===== config.mk =====
export PLATFORM = sky130hd
export DESIGN_NAME = uart_tx_param_flat
export DESIGN_NICKNAME = d
export VERILOG_FILES = /design/src/rtl/uart_tx_param_if.sv /design/src/rtl/uart_tx_param.sv /design/src/flat_wrapper.sv
export SDC_FILE = /design/constraint.sdc
export NUM_CORES = 1
export LEC_CHECK = 0
export BUFFER_PORTS_ARGS = -buffer_cell sky130_fd_sc_hd__buf_2
export CAP_MARGIN = 0
export CORE_MARGIN = 2
export CORE_UTILIZATION = 61
export CTS_CLUSTER_SIZE = 16
export DETAILED_ROUTE_END_ITERATION = 8
export GPL_TIMING_DRIVEN = 1
export PLACE_DENSITY = 0.82
export SLEW_MARGIN = 20
export SYNTH_ARGS = -nofsm -noshare
export SYNTH_HDL_FRONTEND = slang
export SYNTH_SLANG_ARGS = --single-unit

===== constraint.sdc =====
create_clock -name CLK -period 4.9 [get_ports CLK]
set_input_delay 1.47 -clock CLK [delete_from_list [all_inputs] [get_ports CLK]]
set_output_delay 1.47 -clock CLK [all_outputs]
set_load 0.005 [all_outputs]

===== src/rtl/uart_tx_param_if.sv =====
// -----------------------------------------------------------------------------
// uart_tx_param_if
// Groups the parallel-load handshake and serial outputs of uart_tx_param.
//
// Signals
//   P_DATA     [DATA_WIDTH-1:0]      parallel payload, sampled on acceptance
//   DATA_VALID                       payload-valid strobe
//   PAR_EN                           1 = insert a parity bit
//   PAR_TYP                          parity type (0 = even, 1 = odd)
//   STOP_BITS                        0 = one stop bit, 1 = two stop bits
//   PRESCALE   [PRESCALE_WIDTH-1:0]  clock cycles per serial bit (0 acts as 1)
//   S_DATA                           registered serial line
//   BUSY                             registered frame-in-flight flag
//
// Modports
//   master : the side that loads frames and watches the line (e.g. a bench)
//   slave  : the transmitter itself
// -----------------------------------------------------------------------------
interface uart_tx_param_if #(
   parameter int DATA_WIDTH     = 8,
   parameter int PRESCALE_WIDTH = 6
);
   logic [DATA_WIDTH-1:0]     P_DATA;
   logic                      DATA_VALID;
   logic                      PAR_EN;
   logic                      PAR_TYP;
   logic                      STOP_BITS;
   logic [PRESCALE_WIDTH-1:0] PRESCALE;
   logic                      S_DATA;
   logic                      BUSY;

   modport master (
      output P_DATA, DATA_VALID, PAR_EN, PAR_TYP, STOP_BITS, PRESCALE,
      input  S_DATA, BUSY
   );

   modport slave (
      input  P_DATA, DATA_VALID, PAR_EN, PAR_TYP, STOP_BITS, PRESCALE,
      output S_DATA, BUSY
   );
endinterface


===== src/rtl/uart_tx_param.sv =====
// -----------------------------------------------------------------------------
// uart_tx_param
// Parameterised UART transmitter. A frame is accepted on a rising edge where
// the FSM is idle and DATA_VALID is high; the payload and all frame options
// are latched at that edge, so the frame in flight is immune to later input
// changes. Frame: start(0), payload LSB first, optional parity, 1 or 2 stop(1).
// Each bit lasts max(PRESCALE,1) clock cycles.
//
// Ports
//   CLK   : clock, all state changes on its rising edge
//   RST   : asynchronous active-low reset
//   bus   : uart_tx_param_if.slave (payload/options in, S_DATA/BUSY out)
//
// Parameters
//   DATA_WIDTH     : payload bits per frame (5..9)
//   PRESCALE_WIDTH : width of PRESCALE
// -----------------------------------------------------------------------------
module uart_tx_param #(
   parameter int DATA_WIDTH     = 8,
   parameter int PRESCALE_WIDTH = 6
) (
   input  logic             CLK,
   input  logic             RST,
   uart_tx_param_if.slave   bus
);

   localparam int BIT_W = $clog2(DATA_WIDTH);
   localparam logic [BIT_W-1:0] LAST_BIT = BIT_W'(DATA_WIDTH - 1);

   typedef enum logic [2:0] {
      ST_IDLE,
      ST_START,
      ST_DATA,
      ST_PARITY,
      ST_STOP
   } state_e;

   state_e                    state_q;
   logic [DATA_WIDTH-1:0]     shift_q;      // payload, shifted right per data bit
   logic                      par_bit_q;    // parity bit computed at acceptance
   logic                      par_en_q;
   logic                      stop2_q;
   logic [PRESCALE_WIDTH-1:0] presc_q;      // latched max(PRESCALE,1)
   logic [PRESCALE_WIDTH-1:0] presc_cnt_q;  // 0..presc_q-1 within a bit
   logic [BIT_W-1:0]          bit_cnt_q;    // payload bit index; stop-bit index in ST_STOP
   logic                      s_data_q;
   logic                      busy_q;

   // High on the last cycle of the current serial bit.
   logic bit_end;
   assign bit_end = (presc_cnt_q == presc_q - PRESCALE_WIDTH'(1));

   assign bus.S_DATA = s_data_q;
   assign bus.BUSY   = busy_q;

   // S_DATA/BUSY are written alongside each state transition so they carry the
   // value of the bit being sent from the very edge that enters that bit.
   // NOTE: every register here, including the latched payload, is reset so a
   // frame cut short by reset leaves nothing behind; sequential state uses
   // non-blocking assignments only so all registers update from the same
   // pre-edge values.
   always_ff @(posedge CLK or negedge RST) begin
      if (!RST) begin
         state_q     <= ST_IDLE;
         shift_q     <= '0;
         par_bit_q   <= 1'b0;
         par_en_q    <= 1'b0;
         stop2_q     <= 1'b0;
         presc_q     <= '0;
         presc_cnt_q <= '0;
         bit_cnt_q   <= '0;
         s_data_q    <= 1'b1;
         busy_q      <= 1'b0;
      end else begin
         case (state_q)
            ST_IDLE: begin
               presc_cnt_q <= '0;
               bit_cnt_q   <= '0;
               s_data_q    <= 1'b1;
               busy_q      <= 1'b0;
               if (bus.DATA_VALID) begin
                  state_q   <= ST_START;
                  shift_q   <= bus.P_DATA;
                  // Odd parity is the inverted even parity of the payload.
                  par_bit_q <= (^bus.P_DATA) ^ bus.PAR_TYP;
                  par_en_q  <= bus.PAR_EN;
                  stop2_q   <= bus.STOP_BITS;
                  presc_q   <= (bus.PRESCALE == '0) ? PRESCALE_WIDTH'(1) : bus.PRESCALE;
                  s_data_q  <= 1'b0;
                  busy_q    <= 1'b1;
               end
            end

            ST_START: begin
               if (!bit_end) begin
                  presc_cnt_q <= presc_cnt_q + PRESCALE_WIDTH'(1);
               end else begin
                  presc_cnt_q <= '0;
                  state_q     <= ST_DATA;
                  s_data_q    <= shift_q[0];
               end
            end

            ST_DATA: begin
               if (!bit_end) begin
                  presc_cnt_q <= presc_cnt_q + PRESCALE_WIDTH'(1);
               end else begin
                  presc_cnt_q <= '0;
                  if (bit_cnt_q == LAST_BIT) begin
                     bit_cnt_q <= '0;
                     if (par_en_q) begin
                        state_q  <= ST_PARITY;
                        s_data_q <= par_bit_q;
                     end else begin
                        state_q  <= ST_STOP;
                        s_data_q <= 1'b1;
                     end
                  end else begin
                     bit_cnt_q <= bit_cnt_q + BIT_W'(1);
                     shift_q   <= shift_q >> 1;
                     s_data_q  <= shift_q[1];
                  end
               end
            end

            ST_PARITY: begin
               if (!bit_end) begin
                  presc_cnt_q <= presc_cnt_q + PRESCALE_WIDTH'(1);
               end else begin
                  presc_cnt_q <= '0;
                  state_q     <= ST_STOP;
                  s_data_q    <= 1'b1;
               end
            end

            ST_STOP: begin
               if (!bit_end) begin
                  presc_cnt_q <= presc_cnt_q + PRESCALE_WIDTH'(1);
               end else begin
                  presc_cnt_q <= '0;
                  if (stop2_q && (bit_cnt_q == '0)) begin
                     // Second stop bit: line stays high, stay in ST_STOP.
                     bit_cnt_q <= BIT_W'(1);
                  end else begin
                     // DATA_VALID is not looked at on this edge, which
                     // guarantees one idle cycle between frames.
                     bit_cnt_q <= '0;
                     state_q   <= ST_IDLE;
                     s_data_q  <= 1'b1;
                     busy_q    <= 1'b0;
                  end
               end
            end

            default: begin
               state_q     <= ST_IDLE;
               presc_cnt_q <= '0;
               bit_cnt_q   <= '0;
               s_data_q    <= 1'b1;
               busy_q      <= 1'b0;
            end
         endcase
      end
   end

endmodule


===== src/flat_wrapper.sv =====
// flat-port wrapper written by rule: the top's interface ports become plain ports
module uart_tx_param_flat 
#(
   parameter int DATA_WIDTH     = 8,
   parameter int PRESCALE_WIDTH = 6
)
  (CLK, RST, bus_P_DATA, bus_DATA_VALID, bus_PAR_EN, bus_PAR_TYP, bus_STOP_BITS, bus_PRESCALE, bus_S_DATA, bus_BUSY);
  uart_tx_param_if #(.DATA_WIDTH(DATA_WIDTH), .PRESCALE_WIDTH(PRESCALE_WIDTH)) bus_i ();
  input  logic CLK;
  input  logic RST;
  input wire logic [$bits(bus_i.P_DATA)-1:0] bus_P_DATA;
  input wire logic [$bits(bus_i.DATA_VALID)-1:0] bus_DATA_VALID;
  input wire logic [$bits(bus_i.PAR_EN)-1:0] bus_PAR_EN;
  input wire logic [$bits(bus_i.PAR_TYP)-1:0] bus_PAR_TYP;
  input wire logic [$bits(bus_i.STOP_BITS)-1:0] bus_STOP_BITS;
  input wire logic [$bits(bus_i.PRESCALE)-1:0] bus_PRESCALE;
  output wire logic [$bits(bus_i.S_DATA)-1:0] bus_S_DATA;
  output wire logic [$bits(bus_i.BUSY)-1:0] bus_BUSY;
  assign bus_i.P_DATA = bus_P_DATA;
  assign bus_i.DATA_VALID = bus_DATA_VALID;
  assign bus_i.PAR_EN = bus_PAR_EN;
  assign bus_i.PAR_TYP = bus_PAR_TYP;
  assign bus_i.STOP_BITS = bus_STOP_BITS;
  assign bus_i.PRESCALE = bus_PRESCALE;
  assign bus_S_DATA = bus_i.S_DATA;
  assign bus_BUSY = bus_i.BUSY;
  uart_tx_param #(.DATA_WIDTH(DATA_WIDTH), .PRESCALE_WIDTH(PRESCALE_WIDTH)) u_core (.CLK(CLK), .RST(RST), .bus(bus_i));
endmodule

Word level (Yosys, flattened, before mapping) --
Index checks and enable logic that the tools add are counted.
Storage, ports and cells: memories kept 0, bits of input ports 20, bits in registers 31, memory bits (writable) 0, memory bits (read-only) 0, output and inout bits 2, latch bits 0
Cells by class: divide/modulo/power cells 0, bitwise gates (word level) 3, multipliers 0, eq/ne operators 14, shift operators 0, add/subtract/negate cells 3, reduce and logical (&&, ||, !) cells 15, muxes and demuxes 34, order comparisons 0
Operator list (count):
- two-way mux 3 bit | 11
- two-way mux 8 bit | 3
- two-way mux 6 bit | 3
- case mux 8 bit (2 select lines) | 1
- case mux 3 bit (5 select lines) | 1
- two-way mux 1 bit | 12
- != test 2 x 1 -> 1 bit (second input constant) | 5
- case mux 3 bit (3 select lines) | 1
- XOR reduction 8 bit | 1
- AND reduction 7 bit | 1
- adder 6 x 1 -> 6 bit (second input constant) | 1
- == test 3 x 2 -> 1 bit (second input constant) | 2
- == test 3 bit (second input constant) | 2
- == test 6 bit | 1
- zero test 3 bit | 2
- zero test 6 bit | 1
- != test 2 bit (second input constant) | 3
- AND reduction 3 bit | 2
- subtractor 6 x 1 -> 6 bit (second input constant) | 1
- case mux 1 bit (5 select lines) | 1
- AND reduction 5 bit | 1
- AND reduction 4 bit | 1
- OR reduction 4 bit | 1
- adder 3 x 1 -> 3 bit (second input constant) | 1
- other kinds (9) | 10

Logic depth before layout (Yosys ltp) --
Gate-level depths: netlist of the first run.
depth in word-level cells 5, mapped depth 9, mapped depth without buffers 8

Least setup slack after synthesis of the first run --
OpenSTA, ideal clock, no wires.
kind in2reg, start point input bus_DATA_VALID, end point register u_core.shift_q[4], stages on the path 7, slack 2.200 ns, arrival 2.627 ns, setup time 0.073 ns, buffers on the path 1, data required time 4.827 ns, cells stage by stage nand2b_1 > nor3_1 > inv_1 > o41ai_4 > buf_6 > nor2_1 > a21oi_2
Between the ends: cells in the longest elaborated chain, start to end 2
RTL lines:
- start: declaration | line flat_wrapper.sv:12 | input wire logic [$bits(bus_i.DATA_VALID)-1:0] bus_DATA_VALID;
- != test 2 bit (no line)
- AND reduction 4 bit (no line)
- end signal: assignment | line uart_tx_param.sv:83 | shift_q <= bus.P_DATA;
- end signal: assignment | line uart_tx_param.sv:120 | shift_q <= shift_q >> 1;
- end: declaration | line uart_tx_param.sv:39 | logic [DATA_WIDTH-1:0] shift_q;
No other way between the ends. A chain may end at the register's enable or synchronous reset.

Worst setup path in the final report of the first run --
start point register u_core.s_data_q (netlist: u_core.bus.S_DATA), end point output bus_S_DATA
RTL lines:
- start: declaration | line uart_tx_param.sv:46 | logic s_data_q;
- start signal: assignment | line uart_tx_param.sv:100 | s_data_q <= shift_q[0];
- start signal: assignment | line uart_tx_param.sv:113 | s_data_q <= par_bit_q;
- start signal: assignment | line uart_tx_param.sv:121 | s_data_q <= shift_q[1];
- end: declaration | line flat_wrapper.sv:17 | output wire logic [$bits(bus_i.S_DATA)-1:0] bus_S_DATA;
No word-level cell between the ends.

==> results_dict.tcl, run 1 <==
set metrics [dict create \
    grt_usage_pct 23.3 \
    nNetsFinal 228 \
    peakVddDrop_mv 0.403 \
    numCtsBuffers 5 \
    dp.cells 227 \
    yosysUniqueCellTypes 44 \
    wl_per_cell_um 14.2 \
    cp_num_buf_inv 1 \
    cts_tree "done" \
    hold_viol_final 0 \
    period_needed_ps 2450 \
    syn_inst 180 \
    drtPass1Iterations 4 \
    cp-start-kind "flop" \
    slew_violations 0 \
    grt_pass1_wl_um 5930 \
    setup-tns-final_ps 0 \
    avgSynthCellArea_um2 9.90 \
    io_pins 22 \
    synth_ff_type "dfrtp_1" \
    viasPerCell 5.80 \
    period_share_pct 49.9 \
    grt_setup_unrepaired "no" \
    area_growth_pct 9.69 \
    synthesis.nets 205 \
    drive_above_1_share_pct 21.6 \
    synthArstFlopShare_pct 100 \
    crit_path_max_fanout 2 \
    fmax_ghz 0.409 \
    grt-ovfl-total 0 \
    diodes 0 \
    wirelength_um 3340 \
    drt_iter0_markers 46 \
    cp_slowest_cell "dfstp_2" \
    cts_setup_buffers 0 \
    status "completed" \
    maxCapViolations 0 \
    num_vias 1363 \
    crit_arrival_ps 980 \
    ant_nets 0 \
    timing.setup.critical_path_class "flop to output pin" \
    die_x_um 58.0 \
    grt_antenna_before_repair 0 \
    slew_headroom_pct 47.6 \
    path_cells "buf_2" \
    slowest_delay_ps 550 \
    htreeDepth 2 \
    synth_area_um2 1780 \
    yosysWarnings 0 \
    ctsHoldBuffers 0 \
    root_buffer "clkbuf_4" \
    grt_max_degree 32 \
    hold_class "flop to flop" \
    rrSetupSlack_ps 2470 \
    cts_max_path_buffers 2 \
    place.detailed.hpwl_um 2530 \
    cts.clk_slew.worst_paths_ps 90 \
    worstMarginPinSlew_ps 784 \
    finalSetupViolations 0 \
    p_leak_nw 0.854 \
    finalNonFillerCells 235 \
    worstSetupEndpointType "output pin" \
    die_area_um2 3370 \
    route.detailed.drc 0 \
    die_h_um 58.0 \
    core_um2 2760 \
    yosys.area.top_type "dfrtp_1" \
    first_global_vias 1385 \
    power.density_nw_per_um2 586 \
    start_util_pct 64.6 \
    ys_seq_elements 31 \
    rows 19 \
    yosysSeqAreaShare_pct 43.6 \
    clk_latency_ps 330 \
    yosysTopAreaCellShare_pct 42.1 \
    ctsResizeCount 0 \
    netlist_top_cells_area "dfrtp_1 42%, xnor2_1 6.9%, nor2_1 4.6%" \
    critPathRequiredTime_ps 3430 \
    place_congestion 0.810 \
    clkSinkCount 31 \
    fin_skew_ps 11.4 \
    port_buffers 21 \
    path_delay_family "flip-flops" \
    synth_edf_count 0 \
]
-- registers in the layout (all words and copies together) (netlist names) --
| name | count |
|---|---|
| u_core.bus.S_DATA | 1 |
| u_core.bit_cnt_q | 3 |
| u_core.par_en_q | 1 |
| u_core.presc_cnt_q | 6 |
| u_core.shift_q | 8 |
| u_core.bus.BUSY | 1 |
| u_core.stop2_q | 1 |
| u_core.presc_q | 6 |
| u_core.state_q | 3 |
| u_core.par_bit_q | 1 |
-- power by group --
part / internal [W] / total (W) / switching (W)
clock: 0.0000533 / 0.000142 / 0.0000884
combinational: 0.000238 / 0.000513 / 0.000275
sequential: 0.000373 / 0.000491 / 0.000117
-- path summary, 6_finish.rpt --
path / startpoint / to / depth (start not counted)
hold / removal: u_core.bus.S_DATA$_DFFE_PN1P_ / u_core.bus.S_DATA$_DFFE_PN1P_ / 2
hold reg to reg: u_core.bus.S_DATA$_DFFE_PN1P_ / u_core.bus.S_DATA$_DFFE_PN1P_ / 2
setup / recovery: u_core.bus.S_DATA$_DFFE_PN1P_ / bus_S_DATA / 1
max in group asynchronous: RST / u_core.presc_q[3]$_DFFE_PN0P_ / 1
setup reg to reg: u_core.presc_q[0]$_DFFE_PN0P_ / u_core.shift_q[6]$_DFFE_PN0P_ / 8
min in group asynchronous: RST / u_core.presc_cnt_q[4]$_DFF_PN0_ / 1
-- worst register-to-register path: stages, from the launching register on --
cell	delay, ps
dfrtp_1	410
inv_1	80
ha_1	310
xnor2_1	130
nor2_1	200
nand4b_4	190
o41ai_4	750
nor2_1	140
a21oi_2	160
-- layout make-up --
class	count	area [um2]
clock inverters	3	15.0
repair buffers	22	113
multi-input cells	132	932
fillers	215	803
flip-flops and latches	31	777
well taps	31	38.8
inverters	11	41.3
clock buffers	5	37.5
-- per-layer routing --
metal	vias to the layer above	part of all wire, %	GRT usage, %
met5	-	0	0
met4	0	1.6	9.97
met3	7	4.3	5.13
met2	34	48	38.0
met1	651	46	29.8
li1	671	-	-
-- synth_stat cells, drive strengths merged (2+ instances only) --
master  instances
a211oi          2
a21oi          12
buf             2
clkbuf          4
dfrtp          30
ha              5
inv            11
mux2            4
mux2i           8
nand2          12
nand2b          4
nand3           3
nand3b          2
nor2           22
nor3            3
nor4            3
o211ai          2
o21ai          12
or2             2
xnor2          14
xor2            5
-- logic make-up after synthesis --
logic type	Yosys count	share of synthesized area (%)
AO/OA/AOI/OAI	39	15.7
XOR/XNOR	19	9.34
adder cells (fa/ha/maj)	5	3.51
buffers and inverters	17	4.07
flip-flops	31	43.6
multiplexers	12	7.02
AND/OR/NAND/NOR	57	16.8
-- through the flow --
step	hold WS, ps	area, um2	util [%]	power [W]	setup WS, ps
2_1_floorplan	441	1780	-	0.000884	2200
3_3_place_gp	464	1900	69.0	0.000976	2340
3_5_place_dp	472	1900	69.0	0.00101	2250
4_1_cts	487	1950	70.9	0.00115	2440
5_1_grt	507	1950	70.9	0.00124	2300
6_report	485	1950	70.9	0.00114	2450
-- cell usage in the layout (no fill, tap or decap), types with 2 or more instances in the layout --
master    count
dfrtp_1      30
nor2_1       22
buf_2        21
xnor2_1      14
nand2_1      12
inv_1        11
o21ai_0      10
a21oi_1       9
mux2i_1       8
xor2_1        5
ha_1          5
clkbuf_4      5
nand2b_1      4
mux2_2        4
nor4_1        3
nand3_1       3
a21oi_2       3
clkinv_2      3
o211ai_1      2
nor3_1        2
o21ai_1       2
nand3b_1      2
a211oi_1      2
Note: power is estimated with default switching activity, not from simulation.
==> run 2, diff against run 1 <==
CORE_UTILIZATION = 57   (was 61)
PLACE_DENSITY = 0.78   (was 0.82)
clock period = 2.3 ns   (was 4.9 ns; I/O delays follow)
==> run 2 against run 1 <==
Clock skew decreased by 3.1 ps. Count of clock-buffer cells in the layout increased by 2. Hold slack got worse by 100 ps. Critical path type is now flop to flop. Worst setup slack got worse by 2300 ps.
==> results_dict.tcl, run 2 (synthesis gave the netlist of run 1 again) <==
set metrics [dict create \
    grt_pass1_wl_um 6000 \
    drt_iter0_markers 83 \
    worstMarginPinSlew_ps 688 \
    diodes 0 \
    area_growth_pct 11.4 \
    ctsResizeCount 0 \
    viasPerCell 5.88 \
    p_leak_nw 0.870 \
    final_cell_mix "30 x dfrtp_1, 22 x nor2_1, 21 x buf_2, 14 x xnor2_1, 12 x nand2_1" \
    largest_reg_flops 8 \
    power.density_nw_per_um2 1250 \
    place.detailed.hpwl_um 2620 \
    die_area_um2 3590 \
    crit_path_max_fanout 8 \
    place_congestion 0.906 \
    rows 20 \
    cts_tree "done" \
    cts_setup_buffers 0 \
    seq_area_um2 777 \
    route.detailed.drc 0 \
    cts_max_path_buffers 2 \
    top_register "u_core.shift_q" \
    multi_input_area_um2 932 \
    clk_latency_ps 340 \
    hold_viol_final 0 \
    status "completed" \
    core_um2 3000 \
    fmax_ghz 0.474 \
    first_global_vias 1339 \
    grt_setup_unrepaired "no" \
    peakVddDrop_mv 0.703 \
    drtPass1Iterations 4 \
    grt_antenna_before_repair 0 \
    finalNonFillerCells 241 \
    grt_usage_pct 23.0 \
    fin_skew_ps 8.33 \
    port_buffers 21 \
    numCtsBuffers 5 \
    crit_arrival_ps 2380 \
    period_needed_ps 2110 \
    dp.cells 233 \
    htreeDepth 2 \
    fill_cells 242 \
    report.power.total_w 0.00248 \
    final_common_cell "dfrtp_1" \
    grt_max_degree 32 \
    die_x_um 59.9 \
    period_share_pct 91.7 \
    wl_per_cell_um 14.8 \
    slew_violations 0 \
    reg_top3 "u_core.shift_q (8), u_core.presc_cnt_q (6), u_core.presc_q (6)" \
    die_h_um 59.9 \
    num_vias 1416 \
    root_buffer "clkbuf_4" \
    setup-tns-final_ps 0 \
    cts.clk_slew.worst_paths_ps 100 \
    slew_headroom_pct 54.1 \
    hold_class "input port to async pin" \
    clkSinkCount 31 \
    ant_nets 0 \
    timing.setup.critical_path_class "flop to flop" \
    ctsHoldBuffers 0 \
    finalSetupViolations 0 \
    worstSetupEndpointType "flop" \
    maxCapViolations 0 \
    critPathRequiredTime_ps 2570 \
    nNetsFinal 232 \
    rrSetupSlack_ps 190 \
    grt-ovfl-total 0 \
    start_util_pct 59.3 \
    wirelength_um 3560 \
    io_pins 22 \
    drive_above_1_share_pct 22.1 \
    cp-start-kind "flop" \
]
==> run 2: stage by stage <==
| step | util (%) | area (um2) | setup slack [ps] | hold WS, ps |
|---|---|---|---|---|
| floorplan | - | 1780 | 337 | 394 |
| global placement | 64.4 | 1930 | 315 | 461 |
| detailed placement | 64.4 | 1930 | 238 | 472 |
| CTS | 66.1 | 1980 | 199 | 404 |
| global route | 66.1 | 1980 | 38.5 | 422 |
| finish | 66.1 | 1980 | 190 | 382 |
==> run 2: path summary, 6_finish.rpt <==
kind | from | end | cells after the start
setup / recovery | u_core.presc_q[0]$_DFFE_PN0P_ | u_core.bus.S_DATA$_DFFE_PN1P_ | 8
hold / removal | RST | u_core.presc_cnt_q[0]$_DFF_PN0_ | 1
setup reg to reg | u_core.presc_q[0]$_DFFE_PN0P_ | u_core.bus.S_DATA$_DFFE_PN1P_ | 8
hold reg to reg | u_core.bus.S_DATA$_DFFE_PN1P_ | u_core.bus.S_DATA$_DFFE_PN1P_ | 2
max in group asynchronous | RST | u_core.presc_q[2]$_DFFE_PN0P_ | 1
min in group CLK | u_core.bus.S_DATA$_DFFE_PN1P_ | u_core.bus.S_DATA$_DFFE_PN1P_ | 2
==> run 2: cell type report <==
cell class                      count  share of cell area (%)
Multi-Input combinational cell    132                    47.0
Clock buffer                        7                    2.27
Inverter                           11                    2.08
Sequential cell                    31                    39.2
Clock inverter                      1                   0.252
Tap cell                           33                    2.08
Timing Repair Buffer               26                    7.19
==> run 2: power by group <==
group,internal [W],leakage (nW),switching [W]
clock network,0.000119,0.0293,0.000190
logic,0.000529,0.468,0.000601
registers,0.000795,0.374,0.000247
==> run 2: per-layer routing <==
metal  vias to the layer above  track usage (%)  routed length [um]
met5                         -                0                   0
met3                         7             7.14                 199
met1                       684             30.1                1550
met2                        45             35.4                1750
met4                         0             9.21                  63
li1                        680                -                   -
==> run 2: worst max-delay path, cell delays in order, from the launching register on <==
cell,delay [ps]
dfrtp_1,430
inv_1,80
ha_1,310
xnor2_1,130
nor2_1,180
nand4b_4,180
or2_1,350
nor4b_2,300
a211oi_1,80
